==> src/rtl/mem_port_arbiter.sv <==
// rtl/mem_port_arbiter.sv - arbiter for the shared memory port: fetch, data and debug requesters
// Debug always wins; fetch and data alternate on ties; one transaction is in flight at a time.
module mem_port_arbiter #(
  parameter int AW      = 16,
  parameter int DW      = 16,
  parameter int MEM_LAT = 1
) (
  input  logic          clk_i_w,
  input  logic          rst_i_w,
  input  logic          if_req_i_w,
  input  logic [AW-1:0] if_addr_i_w,
  output logic          if_gnt_o_r,
  output logic          if_vld_o_r,
  output logic [DW-1:0] if_rdat_o_r,
  input  logic          ds_req_i_w,
  input  logic          ds_wr_i_w,
  input  logic [AW-1:0] ds_addr_i_w,
  input  logic [DW-1:0] ds_wdat_i_w,
  output logic          ds_gnt_o_r,
  output logic          ds_vld_o_r,
  output logic [DW-1:0] ds_rdat_o_r,
  input  logic          dbg_req_i_w,
  input  logic          dbg_wr_i_w,
  input  logic [AW-1:0] dbg_addr_i_w,
  input  logic [DW-1:0] dbg_wdat_i_w,
  output logic          dbg_gnt_o_r,
  output logic          dbg_vld_o_r,
  output logic [DW-1:0] dbg_rdat_o_r,
  output logic          mem_en_o_r,
  output logic          mem_wr_o_r,
  output logic [AW-1:0] mem_addr_o_r,
  output logic [DW-1:0] mem_wdat_o_r,
  input  logic [DW-1:0] mem_rdat_i_w,
  output logic          busy_o_r
);

  typedef enum logic [1:0] {S_IDLE, S_ISSUE, S_WAIT, S_RESP} state_t;
  typedef enum logic [1:0] {OWN_IF, OWN_DS, OWN_DBG} owner_t;

  localparam logic [2:0] LAT_LOAD = 3'(MEM_LAT - 1);

  state_t     r_state;
  owner_t     r_owner;
  logic [2:0] r_lat_cnt;
  logic       r_last_ds;

  logic w_pick_dbg;
  logic w_pick_ds;
  logic w_pick_if;
  logic w_pick_any;

  // r_last_ds=1 means data was served last, so fetch takes the next tie.
  assign w_pick_dbg = dbg_req_i_w;
  assign w_pick_ds  = !dbg_req_i_w && ds_req_i_w && (!if_req_i_w || !r_last_ds);
  assign w_pick_if  = !dbg_req_i_w && if_req_i_w && !w_pick_ds;
  assign w_pick_any = w_pick_dbg || w_pick_ds || w_pick_if;

  always_ff @(posedge clk_i_w or negedge rst_i_w) begin
    if (!rst_i_w) begin
      r_state      <= S_IDLE;
      r_owner      <= OWN_IF;
      r_lat_cnt    <= 3'd0;
      r_last_ds    <= 1'b1;
      if_gnt_o_r   <= 1'b0;
      if_vld_o_r   <= 1'b0;
      if_rdat_o_r  <= '0;
      ds_gnt_o_r   <= 1'b0;
      ds_vld_o_r   <= 1'b0;
      ds_rdat_o_r  <= '0;
      dbg_gnt_o_r  <= 1'b0;
      dbg_vld_o_r  <= 1'b0;
      dbg_rdat_o_r <= '0;
      mem_en_o_r   <= 1'b0;
      mem_wr_o_r   <= 1'b0;
      mem_addr_o_r <= '0;
      mem_wdat_o_r <= '0;
      busy_o_r     <= 1'b0;
    end else begin
      if_gnt_o_r  <= 1'b0;
      ds_gnt_o_r  <= 1'b0;
      dbg_gnt_o_r <= 1'b0;
      if_vld_o_r  <= 1'b0;
      ds_vld_o_r  <= 1'b0;
      dbg_vld_o_r <= 1'b0;
      mem_en_o_r  <= 1'b0;

      case (r_state)
        S_IDLE: begin
          if (w_pick_dbg) begin
            r_owner      <= OWN_DBG;
            dbg_gnt_o_r  <= 1'b1;
            mem_wr_o_r   <= dbg_wr_i_w;
            mem_addr_o_r <= dbg_addr_i_w;
            mem_wdat_o_r <= dbg_wdat_i_w;
          end else if (w_pick_ds) begin
            r_owner      <= OWN_DS;
            r_last_ds    <= 1'b1;
            ds_gnt_o_r   <= 1'b1;
            mem_wr_o_r   <= ds_wr_i_w;
            mem_addr_o_r <= ds_addr_i_w;
            mem_wdat_o_r <= ds_wdat_i_w;
          end else if (w_pick_if) begin
            r_owner      <= OWN_IF;
            r_last_ds    <= 1'b0;
            if_gnt_o_r   <= 1'b1;
            mem_wr_o_r   <= 1'b0;
            mem_addr_o_r <= if_addr_i_w;
          end
          if (w_pick_any) begin
            r_state    <= S_ISSUE;
            mem_en_o_r <= 1'b1;
            busy_o_r   <= 1'b1;
          end
        end

        S_ISSUE: begin
          r_state   <= S_WAIT;
          r_lat_cnt <= LAT_LOAD;
        end

        S_WAIT: begin
          if (r_lat_cnt == 3'd0) begin
            r_state <= S_RESP;
            // Writes still pulse vld, but leave the owner's read data untouched.
            case (r_owner)
              OWN_DBG: begin
                dbg_vld_o_r <= 1'b1;
                if (!mem_wr_o_r) dbg_rdat_o_r <= mem_rdat_i_w;
              end
              OWN_DS: begin
                ds_vld_o_r <= 1'b1;
                if (!mem_wr_o_r) ds_rdat_o_r <= mem_rdat_i_w;
              end
              default: begin
                if_vld_o_r <= 1'b1;
                if (!mem_wr_o_r) if_rdat_o_r <= mem_rdat_i_w;
              end
            endcase
          end else begin
            r_lat_cnt <= r_lat_cnt - 3'd1;
          end
        end

        default: begin
          r_state  <= S_IDLE;
          busy_o_r <= 1'b0;
        end
      endcase
    end
  end

endmodule
==> config.mk <==
export PLATFORM = sky130hd
export DESIGN_NAME = mem_port_arbiter
export DESIGN_NICKNAME = d
export VERILOG_FILES = /design/src/rtl/mem_port_arbiter.sv
export SDC_FILE = /design/constraint.sdc
export NUM_CORES = 1
export LEC_CHECK = 0
export ABC_AREA = 1
export BUFFER_PORTS_ARGS = -buffer_cell sky130_fd_sc_hd__buf_2
export CAP_MARGIN = 10
export CORE_UTILIZATION = 49
export CTS_BUF_LIST = sky130_fd_sc_hd__clkbuf_2
export CTS_CLUSTER_DIAMETER = 30
export DETAILED_ROUTE_END_ITERATION = 12
export GPL_TIMING_DRIVEN = 0
export HOLD_SLACK_MARGIN = 0.06
export PLACE_DENSITY = 0.9
export SYNTH_ARGS = -nofsm -noshare
export SYNTH_HDL_FRONTEND = slang
export SYNTH_SLANG_ARGS = --single-unit
==> constraint.sdc <==
create_clock -name clk_i_w -period 1.85 [get_ports clk_i_w]
set_input_delay 0.185 -clock clk_i_w [delete_from_list [all_inputs] [get_ports clk_i_w]]
set_output_delay 0.185 -clock clk_i_w [all_outputs]
set_load 0.1 [all_outputs]
==> Yosys cells after proc, flatten, opt, wreduce, memory -nomap -nowiden <==
Cells that the tools add are included.
{ "word_totals": {"register_bits": 97, "in_bits": 103, "output_inout_bits": 89} }
{ "op_classes": {"add_sub_neg": 1, "eq_ne": 7, "n_mux": 39, "n_bitwise": 4, "n_reduce_logical": 28} }
{ "ops": {"columns": ["cell", "n"], "rows": [
  ["2-to-1 mux 16 bit", 5],
  ["2-to-1 mux 1 bit", 25],
  ["AND reduction 4 bit", 3],
  ["2-to-1 mux 2 bit", 5],
  ["AND reduction 2 bit", 5],
  ["!= test 2 bit (second input constant)", 3],
  ["one-hot mux 2 bit (3 select lines)", 1],
  ["one-hot mux 3 bit (2 select lines)", 1],
  ["nonzero test 2 bit", 3],
  ["equality test 2 x 1 -> 1 bit (second input constant)", 2],
  ["equality test 2 bit (second input constant)", 2],
  ["logical AND 1 bit", 4],
  ["zero test 1 bit", 4],
  ["NOT 1 bit", 4],
  ["OR reduction 2 bit", 2],
  ["zero test 3 bit", 1],
  ["logical OR 1 bit", 3],
  ["2-to-1 mux 3 bit", 1],
  ["AND reduction 3 bit", 1],
  ["nonzero test 3 bit", 1],
  ["subtractor 3 x 1 -> 3 bit (second input constant)", 1],
  ["zero test 2 bit", 1],
  ["one-hot mux 1 bit (2 select lines)", 1]
]} }

==> Depth between registers and ports, before layout <==
Gate-level depths: netlist (run 1).
{ "logic_depth": {"depth_word": 9, "mapped_depth": 8} }

==> Worst setup path after synthesis (run 1) <==
Ideal clock, no wire load.
{ "synth_timing": {"path_kind": "register -> register", "startpoint": "reg mem_wr_o_r", "endpoint": "reg dbg_rdat_o_r[10]", "setup_ps": 130, "arrival_time_ps": 1545, "path_slack_ps": 175, "path_stages_with_launch": 5, "path_buffers": 1, "path_cell_list": "dfrtp_1 nor2_2 nand3_1 clkbuf_1 o21ai_0"} }
{ "synth_via": {"elab_chain_cells": 2} }
{ "synth_rtl": {"columns": ["item", "line", "rtl"], "rows": [
  ["start, declared", "30", "output logic mem_wr_o_r,"],
  ["start signal, assigned", "92", "mem_wr_o_r <= dbg_wr_i_w;"],
  ["start signal, assigned", "99", "mem_wr_o_r <= ds_wr_i_w;"],
  ["NOT 1 bit (no source line)", null, null],
  ["AND reduction 4 bit (no source line)", null, null],
  ["end signal, assigned", "128", "if (!mem_wr_o_r) dbg_rdat_o_r <= mem_rdat_i_w;"],
  ["end, declared", "28", "output logic [DW-1:0] dbg_rdat_o_r,"]
]} }
Every way passes these cells.
A chain may end at the register's enable or synchronous reset.

==> Final worst setup path (run 1) <==
{ "layout_timing": {"startpoint": "reg r_last_ds", "endpoint": "reg mem_addr_o_r[5]"} }
{ "layout_via": {"elab_chain_cells": 7, "elab_cells_between_ends": 9, "cone_classes": "2 x mux; 7 x reduce/logical"} }
{ "layout_rtl": {"columns": ["item", "line", "rtl"], "rows": [
  ["start, declared", "45", "logic r_last_ds;"],
  ["start signal, assigned", "63", "r_last_ds <= 1'b1;"],
  ["start signal, assigned", "97", "r_last_ds <= 1'b1;"],
  ["start signal, assigned", "104", "r_last_ds <= 1'b0;"],
  ["zero test 1 bit *", "54", "assign w_pick_ds = !dbg_req_i_w && ds_req_i_w && (!if_req_i_w || !r_last_ds);"],
  ["logical OR 1 bit *", "54", null],
  ["logical AND 1 bit *", "54", null],
  ["zero test 1 bit", "55", "assign w_pick_if = !dbg_req_i_w && if_req_i_w && !w_pick_ds;"],
  ["logical AND 1 bit", "55", null],
  ["nonzero test 3 bit (no source line)", null, null],
  ["AND reduction 2 bit (no source line)", null, null],
  ["end signal, assigned", "93", "mem_addr_o_r <= dbg_addr_i_w;"],
  ["end signal, assigned", "100", "mem_addr_o_r <= ds_addr_i_w;"],
  ["end signal, assigned", "107", "mem_addr_o_r <= if_addr_i_w;"],
  ["end, declared", "31", "output logic [AW-1:0] mem_addr_o_r,"]
]} }
Mark *: on every way between the ends. The rest lies on a longest branch, timed or not.

==> key figures, run 1 <==
Status
  • Status: completed

Critical path
  • Crit end category: flop
  • Worst path slowest cell: dfstp_2
  • Worst-case reg-to-reg path depth: 7
  • Worst reg2reg setup slack: 30 ps
  • Worst r2r dst: mem_addr_o_r[5]
  • Cell mode on critical path: nand2_1
  • Worst path arrival time: 2310 ps
  • Critical path class: flop to flop
  • Startpoint types: flop
  • Reg-to-reg startpoint: r_last_ds
  • Worst-path fanout max: 9
  • Worst path cell trace: nand2_4, nand3_4, nand2_1, nand3_1, dlygate4sd3_1, nand2_1, nand2_1
  • CP Data Required Time: 2340 ps
  • Biggest cell delay along the critical path: 620 ps

Synth
  • Mean instance size in the synthesized netlist: 8.497 um2
  • Synth top area cells: dfrtp_1 54%, nand2_1 12%, o21ai_0 9.4%
  • Syn_nets: 632
  • Mapped Cells: 522
  • Area leader, netlist: dfrtp_1
  • Distinct cells, synth: 24
  • FF+latch count, synth: 97
  • YS warnings: 0
  • Sequential cell area fraction in the yosys report: 0.5475
  • Synth Cell Area: 0.004436 mm2
  • Post-synth top area share: 0.5416

Timing
  • RSZ-0062 raised after global routing: false
  • Hold Vio Cnt, Final: 0
  • Final period utilization: 0.9850
  • Slew Limit Fails: 0
  • Tmin final: 1822 ps
  • Worst slew pin tran: 617.4 ps
  • Number of setup violations in the final report: 0
  • Fmax achieved: 548.8 MHz
  • Rel. slew slack: 0.5884
  • Final worst setup slack: 27.78 ps
  • Layout Skew: 24.89 ps

Global routing
  • Largest net degree at the start of global routing: 52
  • First-pass GRT wire length: 25.24 mm
  • Vias in the first global route: 5404
  • Initial antenna violation count: 0
  • Overflow left after global routing: 0
  • Tot GR Track Use: 0.3389

Drt
  • TritonRoute pass-1 iters: 7
  • Routed Antenna Nets: 0
  • Routed vias: 5099
  • DRC errors left: 0
  • Vias per cell: 5.430
  • DR iter-0 viols: 365
  • DR WL/cell: 16.89 um
  • Final wirelength: 15.86 mm

Die
  • Core Rows: 34
  • Starting Density: 0.5061
  • Die Ht: 97.14 um
  • Core ar.: 0.008763 mm2
  • Die area: 0.009436 mm2
  • # IOs: 192
  • Die Wd: 97.14 um

Clocking
  • Insertion delay to the later sink of the worst-skew pair: 540 ps
  • CTS tree: yes
  • # clock sinks: 97
  • CTS Buffer Depth: 2
  • TritonCTS buffer count: 9
  • H-tree levels: 3
  • Clock root buffer: clkbuf_2
  • Clk pin slew, worst setup/hold paths: 300 ps

Worst hold path
  • Path category of the worst min-delay check: input port to async pin

Placement
  • Port Buf Inserts: 189
  • HPWL after detailed placement: 8.991 mm
  • GPL Wtd Cong: 0.8632
  • Pre-CTS setup slack: 171.2 ps

Job
  • Max_cap viols: 0

Cells and area
  • Fill cells: 541
  • Antenna cells: 0
  • Layout Nets: 936
  • Multi-input gate area: 0.001658 mm2
  • Synth-to-Final Area Change: 50.92%
  • Share of layout cells above drive strength 1: 0.3093
  • Register area: 0.002429 mm2
[what timing repair did]
action | CTS | global route
resized for setup | 0 | 3
endpoints found under the hold margin | 168 | 0
setup buffers | 0 | 0
endpoints found under the setup margin | 0 | 5
hold buffers | 102 | 0
[metrics by stage]
step / utilization / cells / hold WS [ps] / instance area [um2] / setup TNS (ps)
3_5_place_dp: 0.6329 / 820 / 238.1 / 5547 / 0
4_1_cts: 0.7616 / 938 / 78.65 / 6674 / 0
2_1_floorplan: - / 522 / -110.6 / 4436 / 0
3_3_place_gp: 0.6295 / 819 / 408.6 / 5517 / -24940
6_report: 0.7638 / 939 / 145.1 / 6694 / 0
5_1_grt: 0.7638 / 939 / 96.65 / 6694 / 0
[state kept, by name, summed over array words and instances (netlist names), 2 cells and up]
register	cells
if_rdat_o_r	16
mem_addr_o_r	16
r_state	2
ds_rdat_o_r	16
dbg_rdat_o_r	16
mem_wdat_o_r	16
r_lat_cnt	3
r_owner	2
[cells in the mapped netlist (all sizes together)]
master and instances:
nand2 151, dfrtp 96, o21ai 89, inv 51, nor2 36, nand3 23, buf 22, nand4 17
or2 17, clkbuf 7, ha 7, a21oi 2, dfstp 1, nor3 1, nor4 1, o21bai 1
[worst max path at each step]
stage / from / to / slack (ps) / depth (start not counted)
after CTS: mem_wr_o_r / mem_wr_o_r / 50 / 1
after detailed placement: r_state[0] / if_rdat_o_r[7] / 170 / 6
final: r_last_ds / mem_addr_o_r[5] / 30 / 7
after global routing: r_state[0] / mem_addr_o_r[5] / 10 / 8
after global placement: rst_i_w / mem_addr_o_r[10] / -270 / 1
after floorplan: mem_wr_o_r / dbg_rdat_o_r[10] / 170 / 4
[cell type report]
class                      count  area share
clock buffer                   9    0.006729
tap                          108     0.02019
buffer                        29     0.02579
sequential                    97      0.3628
multi-input combinational    346      0.2477
clock inverter                 7    0.009159
inverter                      51     0.02897
timing repair buffer         292      0.2987
[critical path: cells and delay by family (launching register included)]
family,cells,cell delay (ps)
buf+inv,1,600
flops,1,620
simple gates,6,570
[per-layer routing]
| layer | global-route usage | wire length (um) | vias up |
|---|---|---|---|
| met5 | 0 | 0 | - |
| met4 | 0.2101 | 776 | 0 |
| met3 | 0.06978 | 1363 | 93 |
| met2 | 0.6073 | 8017 | 372 |
| met1 | 0.3642 | 5704 | 2364 |
| li1 | - | - | 2270 |
[kinds of logic after synthesis]
logic type	after synthesis	synth area share
buffers and inverters	80	0.08265
AO/OA/AOI/OAI	92	0.1044
adder cells (fa/ha/maj)	7	0.01975
AND/OR/NAND/NOR	246	0.2457
flip-flops	97	0.5475
[placed cells by master (no fill, tap or decap), types with 2 or more instances in the layout]
master         count
o21ai_0           83
nand2_1          147
clkbuf_2           9
clkbuf_1           7
clkinv_4           2
ha_1               6
inv_8              2
inv_6              2
nand2_2            3
buf_4              8
a21oi_1            2
nor2_1            35
buf_2            199
dfrtp_1           96
nand4_1           17
dlygate4sd3_1    102
or2_2             17
o21ai_1            6
nand3_4            2
inv_1             49
nand3_1           21
buf_6              3
Power of run 1 is left out: the tool's default activity adds up to more than one toggle a clock period on the data nets, which glitch-free logic cannot reach.
==> run 2: changes to the inputs <==
==> constraint.sdc (replaced) <==
create_clock -name clk_i_w -period 1.85 [get_ports clk_i_w]
set_input_delay 0.0925 -clock clk_i_w [delete_from_list [all_inputs] [get_ports clk_i_w]]
set_output_delay 0.0925 -clock clk_i_w [all_outputs]
set_load 0.1 [all_outputs]
==> run 2 against run 1 <==
  * The flow now finishes with violations (negative setup slack)
  * Clock skew is essentially flat
  * First-iteration DRC count shrank 3.8%
  * Fmax shrank 4.5%
  * Highest routed layer unchanged
  * Global-route usage grew 0.84 points
==> key figures, run 2 (synthesis gave the netlist of run 1 again) <==
Drt
  • DR iter-0 viols: 351
  • Routed Antenna Nets: 0
  • Final wirelength: 16.19 mm
  • Vias per cell: 5.463
  • DR WL/cell: 17.18 um
  • TritonRoute pass-1 iters: 6
  • DRC errors left: 0
  • Routed vias: 5146

Die
  • Die Ht: 97.14 um
  • Die Wd: 97.14 um
  • # IOs: 192
  • Core Rows: 34
  • Die area: 0.009436 mm2
  • Starting Density: 0.5061
  • Core ar.: 0.008763 mm2

Clocking
  • CTS Buffer Depth: 2
  • CTS tree: yes
  • TritonCTS buffer count: 9
  • Number of setup buffers added after CTS: 0
  • H-tree levels: 3
  • Clock root buffer: clkbuf_2
  • # clock sinks: 97
  • Clk pin slew, worst setup/hold paths: 290 ps
  • Insertion delay to the later sink of the worst-skew pair: 550 ps

Timing
  • Layout Skew: 24.44 ps
  • Final period utilization: 1.032
  • RSZ-0062 raised after global routing: false
  • Rel. slew slack: 0.6646
  • Final worst setup slack: -58.72 ps
  • Final hold slack: 293.8 ps
  • Fmax achieved: 523.9 MHz
  • Hold Vio Cnt, Final: 0
  • Fin Setup TNS: -58.72 ps
  • Slew Limit Fails: 0
  • Worst slew pin tran: 503.1 ps
  • Number of setup violations in the final report: 1
  • Tmin final: 1909 ps

Cells and area
  • Synth-to-Final Area Change: 52.02%
  • Register area: 0.002429 mm2
  • Most common cell after layout, fill and taps aside: buf_2
  • Most frequent cells in the layout: 199 x buf_2, 147 x nand2_1, 104 x dlygate4sd3_1
  • Layout Nets: 939
  • Multi-input gate area: 0.001658 mm2
  • Share of layout cells above drive strength 1: 0.3094
  • Antenna cells: 0
  • Fill cells: 539

Global routing
  • Initial antenna violation count: 0
  • Largest net degree at the start of global routing: 52
  • Overflow left after global routing: 0
  • Vias in the first global route: 5331
  • First-pass GRT wire length: 25.76 mm
  • Tot GR Track Use: 0.3473

Critical path
  • CP Data Required Time: 2310 ps
  • Critical path class: input port to flop
  • Startpoint types: input port
  • Worst-case reg-to-reg path depth: 8
  • Worst-path fanout max: 10
  • Worst path arrival time: 2370 ps
  • Crit end category: flop

Placement
  • Port Buf Inserts: 189
  • HPWL after detailed placement: 8.991 mm
  • Pre-CTS setup slack: 171.2 ps
  • GPL Wtd Cong: 0.8632

Worst hold path
  • Hold path depth: 4
  • Path category of the worst min-delay check: input port to flop

Job
  • Max_cap viols: 0

Status
  • Status: finished, violations left
  • Failing checks: negative setup slack
## run 2: cell types whose count changed in the layout (fill, tap and decap cells not counted)
cell	change
dlygate4sd3_1	+2
buf_12	+1
clkbuf_1	-1
dlymetal6s4s_1	+1
## run 2: metal layers
metal / wire [um] / track usage / vias up / part of all wire
li1: - / - / 2278 / -
met2: 8252 / 0.6121 / 385 / 0.51
met4: 759 / 0.2044 / 0 / 0.047
met3: 1311 / 0.06691 / 100 / 0.081
met5: 0 / 0 / - / 0
met1: 5863 / 0.3899 / 2383 / 0.36
## run 2: area by class of cell
cell class | count | area share
Multi-Input combinational cell | 346 | 0.2459
Timing Repair Buffer | 296 | 0.3040
Tap cell | 108 | 0.02004
Sequential cell | 97 | 0.3602
Buffer | 28 | 0.02542
Clock inverter | 7 | 0.009093
Inverter | 51 | 0.02876
Clock buffer | 9 | 0.006680
## run 2: final timing paths
| path | end | slack [ps] | startpoint |
|---|---|---|---|
| max reg2reg | mem_wr_o_r | 80 | r_last_ds |
| max | mem_wdat_o_r[1] | -60 | dbg_req_i_w |
| max in group asynchronous | dbg_rdat_o_r[13] | 860 | rst_i_w |
| min | if_rdat_o_r[5] | 290 | mem_rdat_i_w[5] |
| min in group asynchronous | r_lat_cnt[0] | 470 | rst_i_w |
| min reg2reg | r_lat_cnt[0] | 510 | r_lat_cnt[0] |
## run 2: what timing repair did
item | in CTS | in global routing
hold buffers | 106 | 0
setup endpoints to repair | 0 | 9
hold endpoints to repair | 185 | 0
gates resized for setup | 0 | 4
## run 2: metrics by stage
step | utilization | instances | instance area, um2
detailed placement | 0.6329 | 820 | 5547
global placement | 0.6295 | 819 | 5517
CTS | 0.7673 | 942 | 6724
floorplan | - | 522 | 4436
finish | 0.7694 | 942 | 6743
global route | 0.7694 | 942 | 6743
## run 2: worst max-delay path, cell delays in order
cell           delay (ps)
dlygate4sd3_1         560
buf_6                 150
inv_4                 100
buf_4                 190
clkbuf_4              250
o21ai_0               140
dlygate4sd3_1         620
o21ai_0               260
Power of run 2 is left out for the same reason.
